<file path="config.mk">
export PLATFORM = sky130hd
export DESIGN_NAME = risc_check_watchdog
export DESIGN_NICKNAME = d
export VERILOG_FILES = /design/src/rtl/risc_check_watchdog.sv
export SDC_FILE = /design/constraint.sdc
export NUM_CORES = 1
export LEC_CHECK = 0
export ABC_CLOCK_PERIOD_IN_PS = 2800
export CAP_MARGIN = 10
export CORE_UTILIZATION = 60
export DETAILED_ROUTE_END_ITERATION = 6
export DONT_BUFFER_PORTS = 1
export PLACE_DENSITY = 0.86
export SYNTH_ARGS = -nofsm -noshare
export SYNTH_HDL_FRONTEND = slang
export SYNTH_SLANG_ARGS = --single-unit
export TNS_END_PERCENT = 5
</file>
<file path="constraint.sdc">
create_clock -name clk -period 2.8 [get_ports clk]
set_input_delay 0.28 -clock clk [delete_from_list [all_inputs] [get_ports clk]]
set_output_delay 0.28 -clock clk [all_outputs]
set_load 0.05 [all_outputs]
</file>
<file path="src/rtl/risc_check_watchdog.sv">
// Inactivity watchdog: loads its limit on run start, restarts on every consumed
// entry and flags expiry on the last allowed idle cycle (limit 0 = disabled).
module risc_check_watchdog #(
    parameter int TMO_W = 16
) (
    input  logic             clk,
    input  logic             rst_n,
    input  logic             i_load,
    input  logic [TMO_W-1:0] i_limit,
    input  logic             i_clr,
    input  logic             i_en,
    output logic             o_expired
);

    logic [TMO_W-1:0] r_limit;
    logic [TMO_W-1:0] r_cnt;

    always_ff @(posedge clk or negedge rst_n) begin
        if (!rst_n) begin
            r_limit <= '0;
            r_cnt   <= '0;
        end else if (i_load) begin
            r_limit <= i_limit;
            r_cnt   <= '0;
        end else if (i_clr) begin
            r_cnt <= '0;
        end else if (i_en) begin
            r_cnt <= r_cnt + TMO_W'(1);
        end
    end

    // Expiry fires in the cycle where the count reaches limit-1, so the run
    // ends exactly limit cycles after the last restart.
    assign o_expired = i_en && !i_clr && (r_limit != '0) &&
                       (r_cnt == r_limit - TMO_W'(1));

endmodule

</file>
==> results of run 1 <==
## per-stage QoR
stage,instances,setup slack [ns],power (W),hold WS (ns),cell area [µm²]
floorplan,194,0.3875,0.0006243,-0.01559,1934
global placement,234,0.3645,0.0006353,-0.01501,1977
detailed placement,234,0.2175,0.0006456,-0.01497,1977
CTS,245,0.01765,0.0009471,0.007872,2092
global route,247,0.01194,0.001004,0.02642,2147
finish,247,0.09096,0.0009598,0.02196,2147
## sequential cells by signal (all words and copies together) (netlist names)
register	cells
r_cnt	16
r_limit	16
## critical path: cells and delay by family (launching register included)
| family | cells | cell delay, ns |
|---|---|---|
| and+or+nand+nor | 3 | 0.65 |
| buffers and inverters | 3 | 0.51 |
| xor gates and xnor gates | 1 | 0.17 |
| DFF | 1 | 0.42 |
| AOI/OAI and AO/OA | 1 | 0.33 |
## per-layer routing
metal	vias to the layer above	GRT usage (%)
met4	0	13.61
li1	712	-
met3	8	7.692
met2	44	44.32
met1	741	31.79
met5	-	0
## synthesized netlist by cell type (all sizes together) (2+ instances only)
library cell  count  area share [%]
nand3            10             2.6
nor4b             3             1.4
nor4              6             2.7
clkbuf            3            0.58
o21ai             6             1.6
xnor2            18             8.2
and2              2            0.65
nand2b            2            0.65
mux2             12             7.0
ha                3             1.9
buf               2            0.45
a2111oi           2             1.2
nor4bb            2             1.0
and3              2            0.65
inv               5            0.97
nor2             18             3.5
nor3              5             1.6
a211oi            2            0.78
mux2i             3             1.6
a31oi             2            0.65
a21oi             5             1.3
nand3b            2            0.78
xor2             14             6.3
or3               2            0.65
nand4             5             1.6
dfrtp            32              41
nor2b             2            0.65
nand2            14             2.7
## power groups by stage
stage	registers, W	logic (W)	clock network (W)
after floorplan	0.000523	0.000102	0
after global placement	0.000530	0.000106	0
after detailed placement	0.000533	0.000113	0
after CTS	0.000523	0.000134	0.000290
after global routing	0.000531	0.000160	0.000313
final	0.000527	0.000146	0.000286
## kinds of logic after synthesis
kind of cell | after synthesis | synth area share [%]
fa+ha+maj | 3 | 1.941
flops | 32 | 41.40
xor+xnor | 32 | 14.49
compound gates | 21 | 7.632
mux | 15 | 8.538
buf+inv | 10 | 2.005
simple gates | 81 | 24.00
## final cells by class
| class | instances | area, µm² |
|---|---|---|
| clock buffers | 8 | 58.81 |
| fillers | 218 | 905.9 |
| inverters | 5 | 18.77 |
| multi-input cells | 152 | 1149 |
| flip-flops and latches | 32 | 802.0 |
| well taps | 44 | 55.05 |
| repair buffers | 6 | 63.81 |
## timing repair
item	4_1_cts	5_1_grt
cloned	0	0
setup endpoints to repair	1	1
setup buffers	1	2
endpoints found under the hold margin	32	0
gates resized for setup	5	9
hold buffers	2	0
pin swaps	0	4
## path summary, 6_finish.rpt
kind                              end  slack (ns)
max in group asynchronous  r_limit[0]        2.24
min in group asynchronous  r_limit[6]        0.37
hold / removal             r_limit[9]        0.02
setup / recovery            o_expired        0.09
hold reg to reg             r_cnt[15]        0.60
setup reg to reg            r_cnt[14]        1.02
==> results by group, run 1 <==
Timing
  • Final Hold Viols: 0
  • F_max: 0.3691 GHz
  • RSZ-0062 raised after global routing: no
  • Final Skew: 0.009049 ns
  • Setup TNS Final: 0 ns
  • Fin crit period: 2.709 ns
  • # setup viols final: 0
  • Final Max Slew Viols: 0
  • Worst-Margin Slew: 0.4330 ns
  • Slew HR: a little under three quarters
  • Final period utilization: between 90% and 100%

Cells and area
  • ANT cells: 0
  • Share of cells above drive strength 1: 18.72%
  • Final Core Density: 70.33%
  • Commonest non-fill, non-tap cell in the layout: dfrtp_1
  • Area Growth Syn to Fin: 11.00%
  • Nets: 226
  • Most frequent cells in the layout: dfrtp_1 (31), xnor2_1 (18), nor2_1 (18), nand2_1 (14), xor2_1 (14)

Floorplan
  • Core Area: 3053 µm²
  • Standard-cell row count: 20
  • Die Y: 58.78 µm
  • Die width: 58.78 µm
  • Die area: 3455 µm²
  • Top-Level Pins: 22
  • Initial Util: 63.36%

Logic synthesis
  • Async SR Flop Fraction: 100.0%
  • Seq/Total Area, Yosys: 41.40%
  • Post-Syn Area per Cell: 9.971 µm²
  • Syn nets: 218
  • Mapped cell area: 1934 µm²
  • Seq cells post-synth: 32
  • Yosys Warn Count: 0
  • Post-synth top flop: dfrtp_1
  • Synthesized instance count: 194
  • EDFF count, synth: 0
  • Post-synthesis cell type count: between 40 and 50

CTS
  • Root buffer cell: clkbuf_4
  • CTS tree: yes
  • CTS buffer count: 5
  • Clock sinks: 32
  • H-tree depth: 2
  • Worst-Skew Late Latency: 0.34 ns
  • Clk buf depth: 2
  • Clock transition at path regs: 0.10 ns

Global routing
  • First-pass GRT wire length: 6.727 mm
  • GRT Residual Overflow: 0
  • Vias in the first global route: 1532
  • Antenna violations before repair: 0
  • Largest net degree at the start of global routing: 33
  • GRT Overall Usage: 26.83%

Power and ir drop
  • Reg power frac: 54.9%
  • Pwr Density: around 450 nW/µm²
  • Peak VDD IR: 253.6 µV
  • Clock power share: 29.8%
  • Internal Power: 0.0006827 W
  • Sw power: 0.0002771 W
  • P_leak: 0.8268 nW
  • Logic pwr share: 15.3%
  • Net Sw Frac: between 20% and 30%

Critical path
  • Worst R2R Start: r_cnt[3]
  • CP peak stage delay: around 0.42 ns
  • CP max FO: 7
  • WP data required: roughly 2.5 ns
  • Worst Path Arrival: between 2 and 2.5 ns
  • Most common cell on crit path: buf_4
  • Setup CP Type: reg2out
  • CP endpoint kind: primary output
  • Critical path, cell by cell: buf_4 > nor4_4 > buf_4 > nand4_1 > xnor2_1 > a2111oi_2 > and4bb_1 > buf_6
  • CP Launch Point: r_limit[1]
  • CP startpoint kind: flop
  • Worst r2r path cells: 5
  • Max stage delay cell, worst path: dfrtp_1

Placement
  • DP Wirelength: 3.031 mm
  • Final RePlAce weighted congestion: 0.9218
  • Buffers on Ports: 0

Routing
  • Post-route DRC violation count: 0
  • Met2 wire len: 2.212 mm
  • Routed wl met3: about 190 µm
  • Routed len/inst: 17.29 µm
  • DRT antenna net count: 0
  • Iteration-0 DRC count of the detailed router: 113
  • First-pass DRT Iterations: 4
  • Vias: 1505
  • Post-Route WL: between 4 and 5 mm
  • DRT met1 WL: 1.788 mm
  • Routed vias/inst: roughly 6.1
  • Top layer used by detailed routing: met4

Flow run
  • Maximum Capacitance Violations: 0

Min path
  • Hold Crit Start: i_load
  • Hold Path Class: in2reg
  • Hold Crit Depth: 1

Run status
  • Outcome: completed
(Power assumes the default switching activity.)
==> run 2, diff against run 1 <==
Settings changed: ABC_CLOCK_PERIOD_IN_PS 2800 to 2200, CORE_UTILIZATION 60 to 57, PLACE_DENSITY 0.86 to 0.85.
Clock period 2.8 ns to 2.2 ns, I/O delays scaled along.
==> run 2 against run 1 <==
  * The run now ends with negative setup slack left
  * Count of clock-buffer cells in the layout decreased by 2
  * Non-clock buffer count increased by 16
  * Wire length increased by 18%
  * Largest cell class unchanged
  * Clock power increased by 58%
  * Critical endpoint unchanged
  * Total power increased by 42%
  * Die area increased by 5.1%
  * Critical path depth unchanged
  * Sequential power increased by 24%
  * Highest routed layer unchanged
  * Via count increased by 12%
  * Setup slack got worse by 0.50 ns
  * Cell count increased by 6.5%
==> results by group, run 2 (synthesis gave the netlist of run 1 again) <==
Run status
  • Outcome: finished with violations
  • Failing checks: negative setup slack

Placement
  • Final RePlAce weighted congestion: 0.9057
  • Buffers on Ports: 0
  • DP Wirelength: 3.033 mm
  • DP Worst Slack: -0.07901 ns

Global routing
  • GRT Overall Usage: 29.99%
  • Largest net degree at the start of global routing: 33
  • GRT Residual Overflow: 0
  • First-pass GRT wire length: 7.672 mm
  • Antenna violations before repair: 0
  • Vias in the first global route: 1646

Routing
  • DRT antenna net count: 0
  • Post-Route WL: roughly 5.0 mm
  • Routed vias/inst: 6.418
  • First-pass DRT Iterations: 4
  • Post-route DRC violation count: 0
  • Vias: 1688
  • Iteration-0 DRC count of the detailed router: roughly 190
  • Routed len/inst: around 19 µm

Floorplan
  • Die area: 3631 µm²
  • Top-Level Pins: 22
  • Standard-cell row count: 20
  • Die width: 60.26 µm
  • Initial Util: 61.84%
  • Core Area: 3128 µm²
  • Die Y: 60.26 µm

CTS
  • Clock transition at path regs: 0.11 ns
  • CTS buffer count: 5
  • CTS tree: yes
  • Clk buf depth: 2
  • Root buffer cell: clkbuf_4
  • Clock sinks: 32
  • H-tree depth: 2
  • Worst-Skew Late Latency: 0.35 ns

Cells and area
  • Commonest non-fill, non-tap cell in the layout: dfrtp_1
  • Largest regs: r_cnt x16, r_limit x16
  • Nets: between 200 and 250
  • Share of cells above drive strength 1: 22.83%
  • Most frequent cells in the layout: dfrtp_1 (32), nor2_1 (18), xnor2_1 (17), buf_4 (16)
  • Area Growth Syn to Fin: 18.18%
  • Final Core Density: 73.08%
  • ANT cells: 0

Timing
  • RSZ-0062 raised after global routing: yes
  • Final Skew: 0.003458 ns
  • Worst-Margin Slew: 0.4544 ns
  • Final period utilization: 118.7%
  • Setup TNS Final: -0.4122 ns
  • Slew HR: 69.71%
  • Final setup margin: -0.4122 ns
  • Hold_ws: 0.006558 ns
  • Fin crit period: 2.612 ns
  • F_max: 0.3828 GHz
  • Final Hold Viols: 0
  • # setup viols final: 1
  • Final Max Slew Viols: 0

Power and ir drop
  • Net Sw Frac: 28.03%
  • Sw power: 0.0003831 W
  • Internal Power: 0.0009834 W
  • Peak VDD IR: 296.0 µV
  • P_leak: 0.9147 nW
  • Clock power share: 33.1%
  • Pwr Density: 597.8 nW/µm²
  • Reg power frac: 47.9%
  • Logic pwr share: 19.0%
  • Overall power: 0.001366 W

Flow run
  • Maximum Capacitance Violations: 0

Critical path
  • Worst Path Arrival: 2.39 ns
  • CP startpoint kind: flop
  • WP data required: 1.98 ns
  • CP max FO: 5
  • CP endpoint kind: primary output
  • Setup CP Type: reg2out

Min path
  • Hold Path Class: in2reg
run 2: metrics by stage:
step / cell area [µm²] / std cells
6_report: 2286 / 263
5_1_grt: 2286 / 263
4_1_cts: 2273 / 263
3_5_place_dp: 2077 / 246
3_3_place_gp: 2077 / 246
2_1_floorplan: 1944 / 194
run 2: worst paths after layout:
path	from	to	slack [ns]	depth (start not counted)
max	r_limit[0]	o_expired	-0.41	8
min	i_limit[14]	r_limit[14]	0.007	1
max reg2reg	r_cnt[3]	r_cnt[15]	0.46	5
min reg2reg	r_cnt[15]	r_cnt[15]	0.60	2
max in group asynchronous	rst_n	r_limit[1]	1.66	2
min in group asynchronous	rst_n	r_limit[8]	0.35	2
run 2: layout make-up:
cell class,instances,area (µm²)
repair buffers,22,190.2
multi-input cells,152,1145
well taps,44,55.05
flip-flops and latches,32,800.8
clock buffers,6,41.29
fillers,206,842.1
inverters,5,18.77
clock inverters,2,35.03
run 2: worst max-delay path, cell delays in order, from the launching register on:
cell,delay [ns]
dfrtp_1,0.42
inv_2,0.09
ha_4,0.15
nor3b_4,0.28
buf_4,0.19
a31oi_1,0.10
nor4bb_1,0.29
a211oi_1,0.09
and4bb_4,0.45
run 2: what timing repair did:
item | 4_1_cts | 5_1_grt
hold buffers | 6 | 0
setup endpoints to repair | 1 | 1
buffers inserted | 3 | 0
pin swaps | 6 | 1
gates resized for setup | 6 | 2
endpoints found under the hold margin | 36 | 0
run 2: power groups by stage:
stage	Sequential (W)	Combinational [W]	Clock, W
6_report	0.000654	0.000260	0.000453
5_1_grt	0.000656	0.000278	0.000485
4_1_cts	0.000649	0.000242	0.000459
3_5_place_dp	0.000660	0.000198	0
3_3_place_gp	0.000659	0.000188	0
2_1_floorplan	0.000667	0.000132	0
run 2: per-layer routing:
metal,share of wire (%),wire length (µm),up-vias,track usage [%]
li1,-,-,739,-
met1,38,1888,817,34.88
met2,48,2436,103,47.88
met3,8.7,436,29,7.792
met4,5.2,261,0,20.60
met5,0,0,-,0
==> run 3, diff against run 2 <==
Settings changed: CELL_PAD_IN_SITES_DETAIL_PLACEMENT set to 1, CELL_PAD_IN_SITES_GLOBAL_PLACEMENT set to 2, CORE_UTILIZATION 57 to 36, CTS_CLUSTER_DIAMETER set to 60, PLACE_DENSITY 0.85 to 0.84.
==> run 3 against run 2 <==
  * Design area rose by 4.8%
  * Die area rose by 56%
  * The flow still finishes with violations (negative setup slack)
  * Non-clock buffer count rose by 5
  * Worst hold slack improved by 0.020 ns
  * Critical path depth fell by 2
  * Wire length fell by 3.1%
  * Highest routed layer unchanged
  * Clock skew rose by 0.0049 ns
  * Critical endpoint unchanged
  * Total power rose by 2.3%
==> results by group, run 3 (synthesis gave the netlist of run 1 again) <==
CTS
  • Worst-Skew Late Latency: ~0.28 ns
  • CTS tree: yes
  • Root buffer cell: clkbuf_8
  • Clock sinks: 32
  • CTS buffer count: 5
  • Clock transition at path regs: around 0.070 ns
  • H-tree depth: 2
  • Clk buf depth: 2

Min path
  • Hold Path Class: in2reg
  • Hold Crit Start: i_load

Global routing
  • Largest net degree at the start of global routing: 33
  • GRT Residual Overflow: 0
  • GRT Overall Usage: 18.78%
  • First-pass GRT wire length: 7.645 mm
  • Vias in the first global route: 1586
  • Antenna violations before repair: 0

Routing
  • Vias: approximately 1.6k
  • First-pass DRT Iterations: 4
  • Post-Route WL: 4.869 mm
  • Post-route DRC violation count: 0
  • Iteration-0 DRC count of the detailed router: 80
  • Routed vias/inst: about 5.4
  • Routed len/inst: 16.56 µm
  • DRT antenna net count: 0

Critical path
  • CP Launch Point: r_limit[7]
  • Max stage delay cell, worst path: dfrtp_1
  • Worst Path Arrival: 2.34 ns
  • CP endpoint kind: primary output
  • CP peak stage delay: 0.43 ns
  • CP startpoint kind: flop
  • CP max FO: 3
  • Worst R2R Start: r_cnt[3]
  • WP data required: 1.98 ns
  • Critical path, cell by cell: nor4_2 > buf_4 > nand4_1 > xnor2_1 > a2111oi_2 > and4bb_4
  • Setup CP Type: reg2out

Cells and area
  • Commonest non-fill, non-tap cell in the layout: dfrtp_1
  • ANT cells: 0
  • Nets: 247
  • Share of cells above drive strength 1: 27.68%
  • Area Growth Syn to Fin: 23.87%
  • Finished Layout Cells: 294
  • Fin area: around 2400 µm²
  • Most frequent cells in the layout: dfrtp_1 (32), buf_4 (24), nor2_1 (18), xnor2_1 (17)
  • Largest regs: r_cnt x16, r_limit x16

Floorplan
  • Standard-cell row count: 26
  • Top-Level Pins: 22
  • Core Area: 5140 µm²
  • Die area: 5670 µm²
  • Die Y: 75.30 µm
  • Die width: 75.30 µm
  • Initial Util: 37.63%

Run status
  • Failing checks: negative setup slack
  • Outcome: finished with violations

Timing
  • Final Hold Viols: 0
  • Fin crit period: 2.564 ns
  • RSZ-0062 raised after global routing: yes
  • Final setup margin: -0.3642 ns
  • Worst-Margin Slew: 0.4488 ns
  • F_max: 0.3900 GHz
  • Final Skew: 0.008310 ns
  • Final Max Slew Viols: 0
  • # setup viols final: 1
  • Final period utilization: 116.6%
  • Slew HR: between 70 and 80%

Power and ir drop
  • Overall power: 0.001398 W
  • P_leak: 0.9510 nW
  • Pwr Density: 583.6 nW/µm²
  • Peak VDD IR: 204.3 µV

Placement
  • Inst Count DP: 280
  • DP Wirelength: 3.602 mm
  • Placement Cell Area: 2170 µm²
  • Buffers on Ports: 0
  • Final RePlAce weighted congestion: 0.7617

Flow run
  • Maximum Capacitance Violations: 0
-- run 3: cell count changes in the layout (fill, tap and decap cells not counted), sizes merged --
| cell | before | now |
|---|---|---|
| bufinv | 1 | 0 |
| buf | 17 | 26 |
| clkbuf | 6 | 8 |
| dlygate4sd3 | 5 | 1 |
| clkinv | 1 | 0 |
-- run 3: layout make-up --
cell class	count	area (µm²)
fill	589	2744
clock buffer	8	90.09
sequential	32	800.8
timing repair buffer	27	221.5
multi-input combinational	152	1177
tap	70	87.58
inverter	5	18.77
-- run 3: power by group --
group	switching, W	internal, W	leakage [nW]
combinational	0.000130	0.000142	0.494
clock	0.000221	0.000255	0.0455
sequential	0.0000316	0.000618	0.412
-- run 3: repair_timing --
item,in CTS,in global routing
pin swaps,6,6
setup buffers,1,3
setup endpoints to repair,1,1
hold endpoints to repair,32,0
hold buffers,2,0
gates resized for setup,8,6
-- run 3: layer usage --
| layer | GRT usage [%] | vias to the layer above | share of wire [%] |
|---|---|---|---|
| met5 | 0 | - | 0 |
| met4 | 6.584 | 0 | 1.3 |
| met2 | 31.55 | 22 | 51 |
| li1 | - | 749 | - |
| met3 | 4.894 | 6 | 2.8 |
| met1 | 23.40 | 799 | 44 |
-- run 3: worst paths after layout --
path,end,cells after the start,slack [ns]
max,o_expired,6,-0.36
min,r_limit[0],1,0.03
max reg2reg,r_cnt[12],5,0.49
min reg2reg,r_cnt[6],2,0.58
max in group asynchronous,r_cnt[3],2,1.63
min in group asynchronous,r_limit[9],2,0.38
-- run 3: stage by stage --
| stage | hold WS [ns] | utilization, % | setup TNS (ns) | setup WS (ns) |
|---|---|---|---|---|
| CTS | 0.01978 | 45.45 | -0.3370 | -0.3370 |
| global route | 0.02694 | 46.62 | -0.4240 | -0.4240 |
| finish | 0.02635 | 46.62 | -0.3642 | -0.3642 |
| global placement | -0.07503 | 42.21 | 0 | 0.01214 |
| floorplan | -0.07559 | - | 0 | 0.04841 |
| detailed placement | -0.07486 | 42.21 | -0.04482 | -0.04482 |
-- run 3: worst max-delay path: cells and delay by family (launching register included) --
| kind | cells | cell delay (ns) |
|---|---|---|
| AND/OR/NAND/NOR | 3 | 0.88 |
| AO/OA/AOI/OAI | 1 | 0.40 |
| XOR/XNOR | 1 | 0.17 |
| flip-flops | 1 | 0.43 |
| buffers and inverters | 1 | 0.18 |
